## src/rtl/display_share_arbiter.sv

```systemverilog
// rtl/display_share_arbiter.sv - round-robin owner arbitration for the shared 4-digit display
module display_share_arbiter #(
  parameter int N_REQ       = 4,
  parameter int HOLD_CYCLES = 100_000_000,
  parameter int GAP_CYCLES  = 400_000,
  parameter int CNT_W       = 27
) (
  input  logic                  clk,
  input  logic                  rst_n,
  input  logic [N_REQ-1:0]      req,
  input  logic [16*N_REQ-1:0]   req_data,
  output logic [N_REQ-1:0]      grant,
  output logic [N_REQ-1:0]      done,
  output logic [15:0]           disp_data,
  output logic                  disp_blank,
  output logic                  busy
);

  localparam int PW = (N_REQ > 1) ? $clog2(N_REQ) : 1;
  localparam int IW = PW + 1;
  localparam logic [CNT_W-1:0] HOLD_LAST = CNT_W'(HOLD_CYCLES - 1);
  localparam logic [CNT_W-1:0] GAP_LAST  = CNT_W'(GAP_CYCLES - 1);

  typedef enum logic [1:0] {IDLE, SHOW, GAP} state_t;

  state_t             state, state_n;
  logic [PW-1:0]      ptr, ptr_n;
  logic [PW-1:0]      own, own_n;
  logic [CNT_W-1:0]   cnt, cnt_n;
  logic [N_REQ-1:0]   grant_n, done_n;
  logic [15:0]        data_n;
  logic               blank_n, busy_n;

  logic [PW-1:0]      win;
  logic [IW-1:0]      idx;
  logic               found;
  logic [15:0]        win_data;
  logic               own_req;
  logic [N_REQ-1:0]   win_onehot;

  // Circular search for the first active request starting at ptr.
  always_comb begin
    win   = '0;
    idx   = '0;
    found = 1'b0;
    for (int k = 0; k < N_REQ; k++) begin
      idx = {1'b0, ptr} + IW'(k);
      if (idx >= IW'(N_REQ)) idx = idx - IW'(N_REQ);
      if (!found && req[idx[PW-1:0]]) begin
        found = 1'b1;
        win   = idx[PW-1:0];
      end
    end
  end

  always_comb begin
    win_data = '0;
    own_req  = 1'b0;
    for (int j = 0; j < N_REQ; j++) begin
      if (win == PW'(j)) win_data = req_data[16*j +: 16];
      if (own == PW'(j)) own_req  = req[j];
    end
  end

  assign win_onehot = {{(N_REQ-1){1'b0}}, 1'b1} << win;

  always_comb begin
    state_n = state;
    grant_n = grant;
    done_n  = '0;
    data_n  = disp_data;
    blank_n = disp_blank;
    busy_n  = busy;
    ptr_n   = ptr;
    own_n   = own;
    cnt_n   = cnt;
    case (state)
      IDLE: begin
        if (|req) begin
          state_n = SHOW;
          grant_n = win_onehot;
          data_n  = win_data;
          blank_n = 1'b0;
          busy_n  = 1'b1;
          own_n   = win;
          cnt_n   = '0;
        end
      end
      SHOW: begin
        // Timeout wins over a simultaneous release so the owner still sees done.
        if (cnt == HOLD_LAST || !own_req) begin
          if (cnt == HOLD_LAST) done_n = grant;
          grant_n = '0;
          blank_n = 1'b1;
          ptr_n   = (own == PW'(N_REQ - 1)) ? '0 : own + PW'(1);
          cnt_n   = '0;
          state_n = GAP;
        end else begin
          cnt_n = cnt + CNT_W'(1);
        end
      end
      GAP: begin
        if (cnt == GAP_LAST) begin
          state_n = IDLE;
          busy_n  = 1'b0;
          cnt_n   = '0;
        end else begin
          cnt_n = cnt + CNT_W'(1);
        end
      end
      default: begin
        state_n = IDLE;
        grant_n = '0;
        blank_n = 1'b1;
        busy_n  = 1'b0;
        cnt_n   = '0;
      end
    endcase
  end

  always_ff @(posedge clk or negedge rst_n) begin
    if (!rst_n) begin
      state      <= IDLE;
      grant      <= '0;
      done       <= '0;
      disp_data  <= 16'h0000;
      disp_blank <= 1'b1;
      busy       <= 1'b0;
      ptr        <= '0;
      own        <= '0;
      cnt        <= '0;
    end else begin
      state      <= state_n;
      grant      <= grant_n;
      done       <= done_n;
      disp_data  <= data_n;
      disp_blank <= blank_n;
      busy       <= busy_n;
      ptr        <= ptr_n;
      own        <= own_n;
      cnt        <= cnt_n;
    end
  end

endmodule
```

## config.mk

```make
export PLATFORM = sky130hd
export DESIGN_NAME = display_share_arbiter
export DESIGN_NICKNAME = d
export VERILOG_FILES = /design/src/rtl/display_share_arbiter.sv
export SDC_FILE = /design/constraint.sdc
export NUM_CORES = 1
export LEC_CHECK = 0
export ABC_CLOCK_PERIOD_IN_PS = 2900
export CELL_PAD_IN_SITES_DETAIL_PLACEMENT = 1
export CELL_PAD_IN_SITES_GLOBAL_PLACEMENT = 2
export CORE_MARGIN = 10
export CORE_UTILIZATION = 30
export DETAILED_ROUTE_END_ITERATION = 7
export DONT_BUFFER_PORTS = 1
export PLACE_DENSITY = 0.72
export RECOVER_POWER = 50
export SLEW_MARGIN = 10
export SYNTH_ARGS = -nofsm -noshare
export SYNTH_HDL_FRONTEND = slang
export SYNTH_SLANG_ARGS = --single-unit
```

## constraint.sdc

```tcl
create_clock -name clk -period 2.9 [get_ports clk]
set_input_delay 0.29 -clock clk [delete_from_list [all_inputs] [get_ports clk]]
set_output_delay 0.29 -clock clk [all_outputs]
set_load 0.05 [all_outputs]
```

==> results.txt, run 1 <==
----------------------------------------------------
[Logic synthesis]
  Ys flop type ... sky130_fd_sc_hd__dfrtp_1
  Mapped Avg Cell Area ... between 10 and 15 µm²
  Dominant combinational cell family by area after synthesis ... simple AND/OR/NAND/NOR gates
  Post-synthesis instance total ... roughly 330
  Share of cell area taken by muxes after synthesis ... approximately 17%
  Synthesized-area fraction occupied by xor and xnor cells ... 0%
  #FFs+latches synth ... between 50 and 60
  Net count after synthesis ... approximately 410
  Area fraction in compound gates after synthesis ... between 10% and 20%
  Sequential fraction of the synthesis area ... roughly 42%
  Post-synthesis share of cell area spent on full adders, half adders and majority gates ... approximately 2.9%
  Number of synthesized flops with an enable pin ... 0
  Ys async rst share ... 100%
  Fraction of the mapped netlist area in simple logic gates ... between 15 and 20%
  Netlist Area Pre-Place ... roughly 0.0035 mm²
  Count of cell types in the netlist ... 56
  Yosys synthesis warning count ... 0

[Drt]
  First-pass detailed-route iteration total ... 4
  Top Layer Used ... met4
  Total DRC errors in the routed layout ... 0
  Avg Vias per Cell ... slightly below 6
  Wire length per cell after detailed routing ... roughly 21 µm
  WL final ... just over 10,000 µm
  Number of routed nets with antenna violations ... 0
  Wire length on met2 ... roughly 5200 µm
  Met3 WL ... ~630 µm
  Vias post-DR ... between 2,000 and 3,000
  Number of design-rule violations left by the first detailed-router iteration ... 115
  Routed length on met1 ... 4420 µm

[Pwr]
  Leakage power of the design ... 0.00167 µW
  Maximum resistive drop on vdd ... between 0.6 and 0.7 mV
  Overall power consumption ... ~4300 µW
  PD cells ... about 1100 mW/mm²

[Critical path]
  CP max-delay cell ... sky130_fd_sc_hd__o41ai_4
  Worst path arrival time ... between 2 and 3 ns
  Crit start category ... flop
  Cell Chain, Critical Path ... ha_1 -> and3_1 -> nand3_2 -> o41ai_4 -> nand2b_1 -> nand2b_1 -> a32o_1
  Peak per-stage delay on the critical path ... 0.53 ns
  Maximum net fanout on the critical path ... 10
  Worst EP required ... 3.12 ns
  Most common cell on crit path ... sky130_fd_sc_hd__nand2b_1
  Endpoint kind of the worst setup timing path ... flop
  Critical path class ... flop to flop

[Timing]
  Final cycle utilization of the critical path ... between 80% and 90%
  Final hold violation count ... 0
  Total negative slack for setup checks ... 0 ns
  Period minus WS final ... 2.47 ns
  Final count of negative-setup-slack endpoints ... 0
  RSZ-0062 raised after global routing ... false
  Max Fclk ... around 400 MHz
  Relative slew margins ... -4.37%
  Layout Skew ... between 0.004 and 0.005 ns
  Slew at the pin closest to its max-slew limit ... between 1.5 and 2 ns
  Number of pins with negative max-slew slack in the final report ... 60

[Floorplan]
  Core Region ... around 0.011 mm²
  Die outline width ... 128 µm
  Cell row count ... 39
  Top-Level Pins ... 96
  Height of the chip ... 128 µm
  Die outline area ... 0.0164 mm²
  Initial core utilization ... a little under a third

[Cells and area]
  Syn-to-layout area delta ... 15.2%
  Number of antenna diodes ... 0
  FILL cells ... 1,284
  Share of post-route cells with drive strength above 1 ... between 20% and 30%
  Design Area, Final ... between 0.004 and 0.005 mm²
  Net count of the finished layout ... between 400 and 500

[Clocking]
  Deepest clock path buffer count ... 2
  Cell chosen for the clock root ... sky130_fd_sc_hd__clkbuf_16
  Number of H-tree levels ... 3
  TritonCTS clock tree ... built
  Number of buffers inserted during clock tree synthesis ... 9
  Clock transition at path regs ... ~0.060 ns
  Clk_lat worst skew ... roughly 0.34 ns
  Clock Sink Count ... 59

[Worst hold path]
  Hold Path Class ... input pin to flop

[Global routing]
  Number of global-route vias before repair ... ~2,900
  Global Route Usage Sum ... between 10% and 20%
  Wire length of the first global-routing pass ... about 16,000 µm
  Final global-route overflow total ... 0
  Antenna violations before repair ... 0
  Maximum number of pins on one net before global-route repair ... 60

[Job]
  Max_cap viols ... 1

[Placement]
  Number of I/O port buffers ... 0
  DP Wirelength ... approximately 7500 µm
  Weighted congestion reported at the end of routability-driven placement ... approximately 0.75
  Placed Instance Area ... 0.00371 mm²

[Outcome]
  Violations in the final reports ... capacitance limit, slew limit
  Status ... finished, violations left

----------------------------------------------------
## cells in the mapped netlist (3+ instances only)
master / n / share of area (%)
sky130_fd_sc_hd__dfrtp_1: 58 / 41
sky130_fd_sc_hd__nand2_1: 37 / 4.0
sky130_fd_sc_hd__o21ai_0: 22 / 3.1
sky130_fd_sc_hd__mux2_2: 18 / 5.8
sky130_fd_sc_hd__nand3_1: 18 / 2.6
sky130_fd_sc_hd__mux4_2: 16 / 10
sky130_fd_sc_hd__and3_1: 12 / 2.1
sky130_fd_sc_hd__nor2_1: 12 / 1.3
sky130_fd_sc_hd__a22o_1: 11 / 2.7
sky130_fd_sc_hd__clkbuf_1: 11 / 1.2
sky130_fd_sc_hd__inv_1: 9 / 0.96
sky130_fd_sc_hd__nor3_1: 9 / 1.3
sky130_fd_sc_hd__ha_1: 8 / 2.9
sky130_fd_sc_hd__a31oi_1: 7 / 1.2
sky130_fd_sc_hd__nor4_1: 7 / 1.2
sky130_fd_sc_hd__a21oi_1: 5 / 0.71
sky130_fd_sc_hd__o31ai_1: 5 / 1.1
sky130_fd_sc_hd__a21o_1: 4 / 0.86
sky130_fd_sc_hd__nand2b_1: 4 / 0.71
sky130_fd_sc_hd__nand4_1: 4 / 0.71
sky130_fd_sc_hd__a211oi_1: 3 / 0.64
sky130_fd_sc_hd__and4_1: 3 / 0.75
sky130_fd_sc_hd__mux2i_1: 3 / 0.86
sky130_fd_sc_hd__nor2b_1: 3 / 0.53
## cells by family (layout without fill, tap and decap cells)
family          count (synthesis)  count (layout)
mux                            37              37
buf+inv                        25              36
flops                          59              59
simple gates                  121             121
compound gates                 77              77
fa+ha+maj                       8               8
## routing by layer
| metal | vias to the layer above | GRT usage [%] |
|---|---|---|
| met5 | - | 0 |
| met3 | 8 | 4.18 |
| li1 | 1267 | - |
| met2 | 67 | 20.1 |
| met4 | 0 | 4.17 |
| met1 | 1436 | 15.6 |
## registers in the layout (all words and copies together), names as in the netlist
register,cells
done,4
own,2
grant,4
state,2
ptr,2
disp_data,16
cnt,27
disp_blank,1
busy,1
## final cells by class
class | count | area [µm²] | area share (%)
clock buffers | 9 | 225 | 5.57
multi-input cells | 243 | 1950 | 48.2
inverters | 9 | 33.8 | 0.835
clock inverters | 7 | 98.8 | 2.44
well taps | 143 | 179 | 4.42
repair buffers | 11 | 82.6 | 2.04
flip-flops and latches | 59 | 1480 | 36.5
## per-stage QoR
step | instances | hold WS, ns | setup WS (ns) | utilization, %
after floorplan | 327 | -0.00559 | 0.706 | -
after global placement | 463 | 0.000313 | 0.510 | 32.5
after detailed placement | 463 | 0.000474 | 0.438 | 32.5
after CTS | 481 | 0.268 | 0.392 | 35.6
after global routing | 481 | 0.281 | 0.225 | 35.4
final | 481 | 0.277 | 0.430 | 35.4
## what timing repair did
item	in CTS	in global routing
hold buffers	2	0
resized for setup	0	0
setup buffers	0	0
endpoints found under the hold margin	59	0
## cell usage in the layout, fill, tap and decap left out, types with 2 or more instances in the layout
| cell type | instances |
|---|---|
| sky130_fd_sc_hd__nor3b_1 | 2 |
| sky130_fd_sc_hd__dfrtp_1 | 58 |
| sky130_fd_sc_hd__nand4_1 | 4 |
| sky130_fd_sc_hd__o311ai_0 | 2 |
| sky130_fd_sc_hd__buf_4 | 9 |
| sky130_fd_sc_hd__o31ai_1 | 5 |
| sky130_fd_sc_hd__and4_1 | 3 |
| sky130_fd_sc_hd__ha_1 | 8 |
| sky130_fd_sc_hd__mux2_2 | 18 |
| sky130_fd_sc_hd__a21oi_1 | 5 |
| sky130_fd_sc_hd__nand3b_1 | 2 |
| sky130_fd_sc_hd__mux2i_1 | 3 |
| sky130_fd_sc_hd__inv_6 | 2 |
| sky130_fd_sc_hd__nand2_1 | 37 |
| sky130_fd_sc_hd__o21ai_0 | 22 |
| sky130_fd_sc_hd__bufinv_16 | 2 |
| sky130_fd_sc_hd__nor3_1 | 9 |
| sky130_fd_sc_hd__a211oi_4 | 2 |
| sky130_fd_sc_hd__nor2_1 | 12 |
| sky130_fd_sc_hd__clkbuf_16 | 9 |
| sky130_fd_sc_hd__a21o_1 | 4 |
| sky130_fd_sc_hd__and3_1 | 12 |
| sky130_fd_sc_hd__nor4_1 | 7 |
| sky130_fd_sc_hd__nor2b_1 | 3 |
| sky130_fd_sc_hd__mux4_2 | 16 |
| sky130_fd_sc_hd__nand3_1 | 18 |
| sky130_fd_sc_hd__o41ai_1 | 2 |
| sky130_fd_sc_hd__inv_1 | 9 |
| sky130_fd_sc_hd__nand2b_1 | 4 |
| sky130_fd_sc_hd__a31oi_1 | 7 |
| sky130_fd_sc_hd__a22o_1 | 11 |
## critical path, delay by kind of cell (launching register included)
family | cells | cell delay (ns)
adders and majority gates | 1 | 0.22
AOI/OAI and AO/OA | 2 | 0.75
and+or+nand+nor | 4 | 0.99
DFF | 1 | 0.40
## final timing paths
kind	from	endpoint	slack, ns	depth (start not counted)
setup / recovery	cnt[0]	grant[2]	0.43	7
hold / removal	req[2]	own[0]	0.28	2
setup reg to reg	cnt[0]	grant[2]	0.43	7
hold reg to reg	cnt[1]	cnt[1]	0.54	2
max in group asynchronous	rst_n	cnt[4]	1.07	2
min in group asynchronous	rst_n	busy	0.91	2
## power by group
group | internal [µW] | switching, µW
sequential | 1030 | 728
combinational | 651 | 707
clock | 758 | 425
total | 2430 | 1860
Power figures use the tool's default switching activity.
==> run 2, diff against run 1 <==
--- a/config.mk
+++ b/config.mk
@@ -14,6 +14,7 @@
 export DONT_BUFFER_PORTS = 1
 export PLACE_DENSITY = 0.72
 export RECOVER_POWER = 50
+export SETUP_SLACK_MARGIN = 0.02
 export SLEW_MARGIN = 10
 export SYNTH_ARGS = -nofsm -noshare
 export SYNTH_HDL_FRONTEND = slang
==> results of run 2 <==
No change in the layout: final DEF, timing and power equal those of run 1.
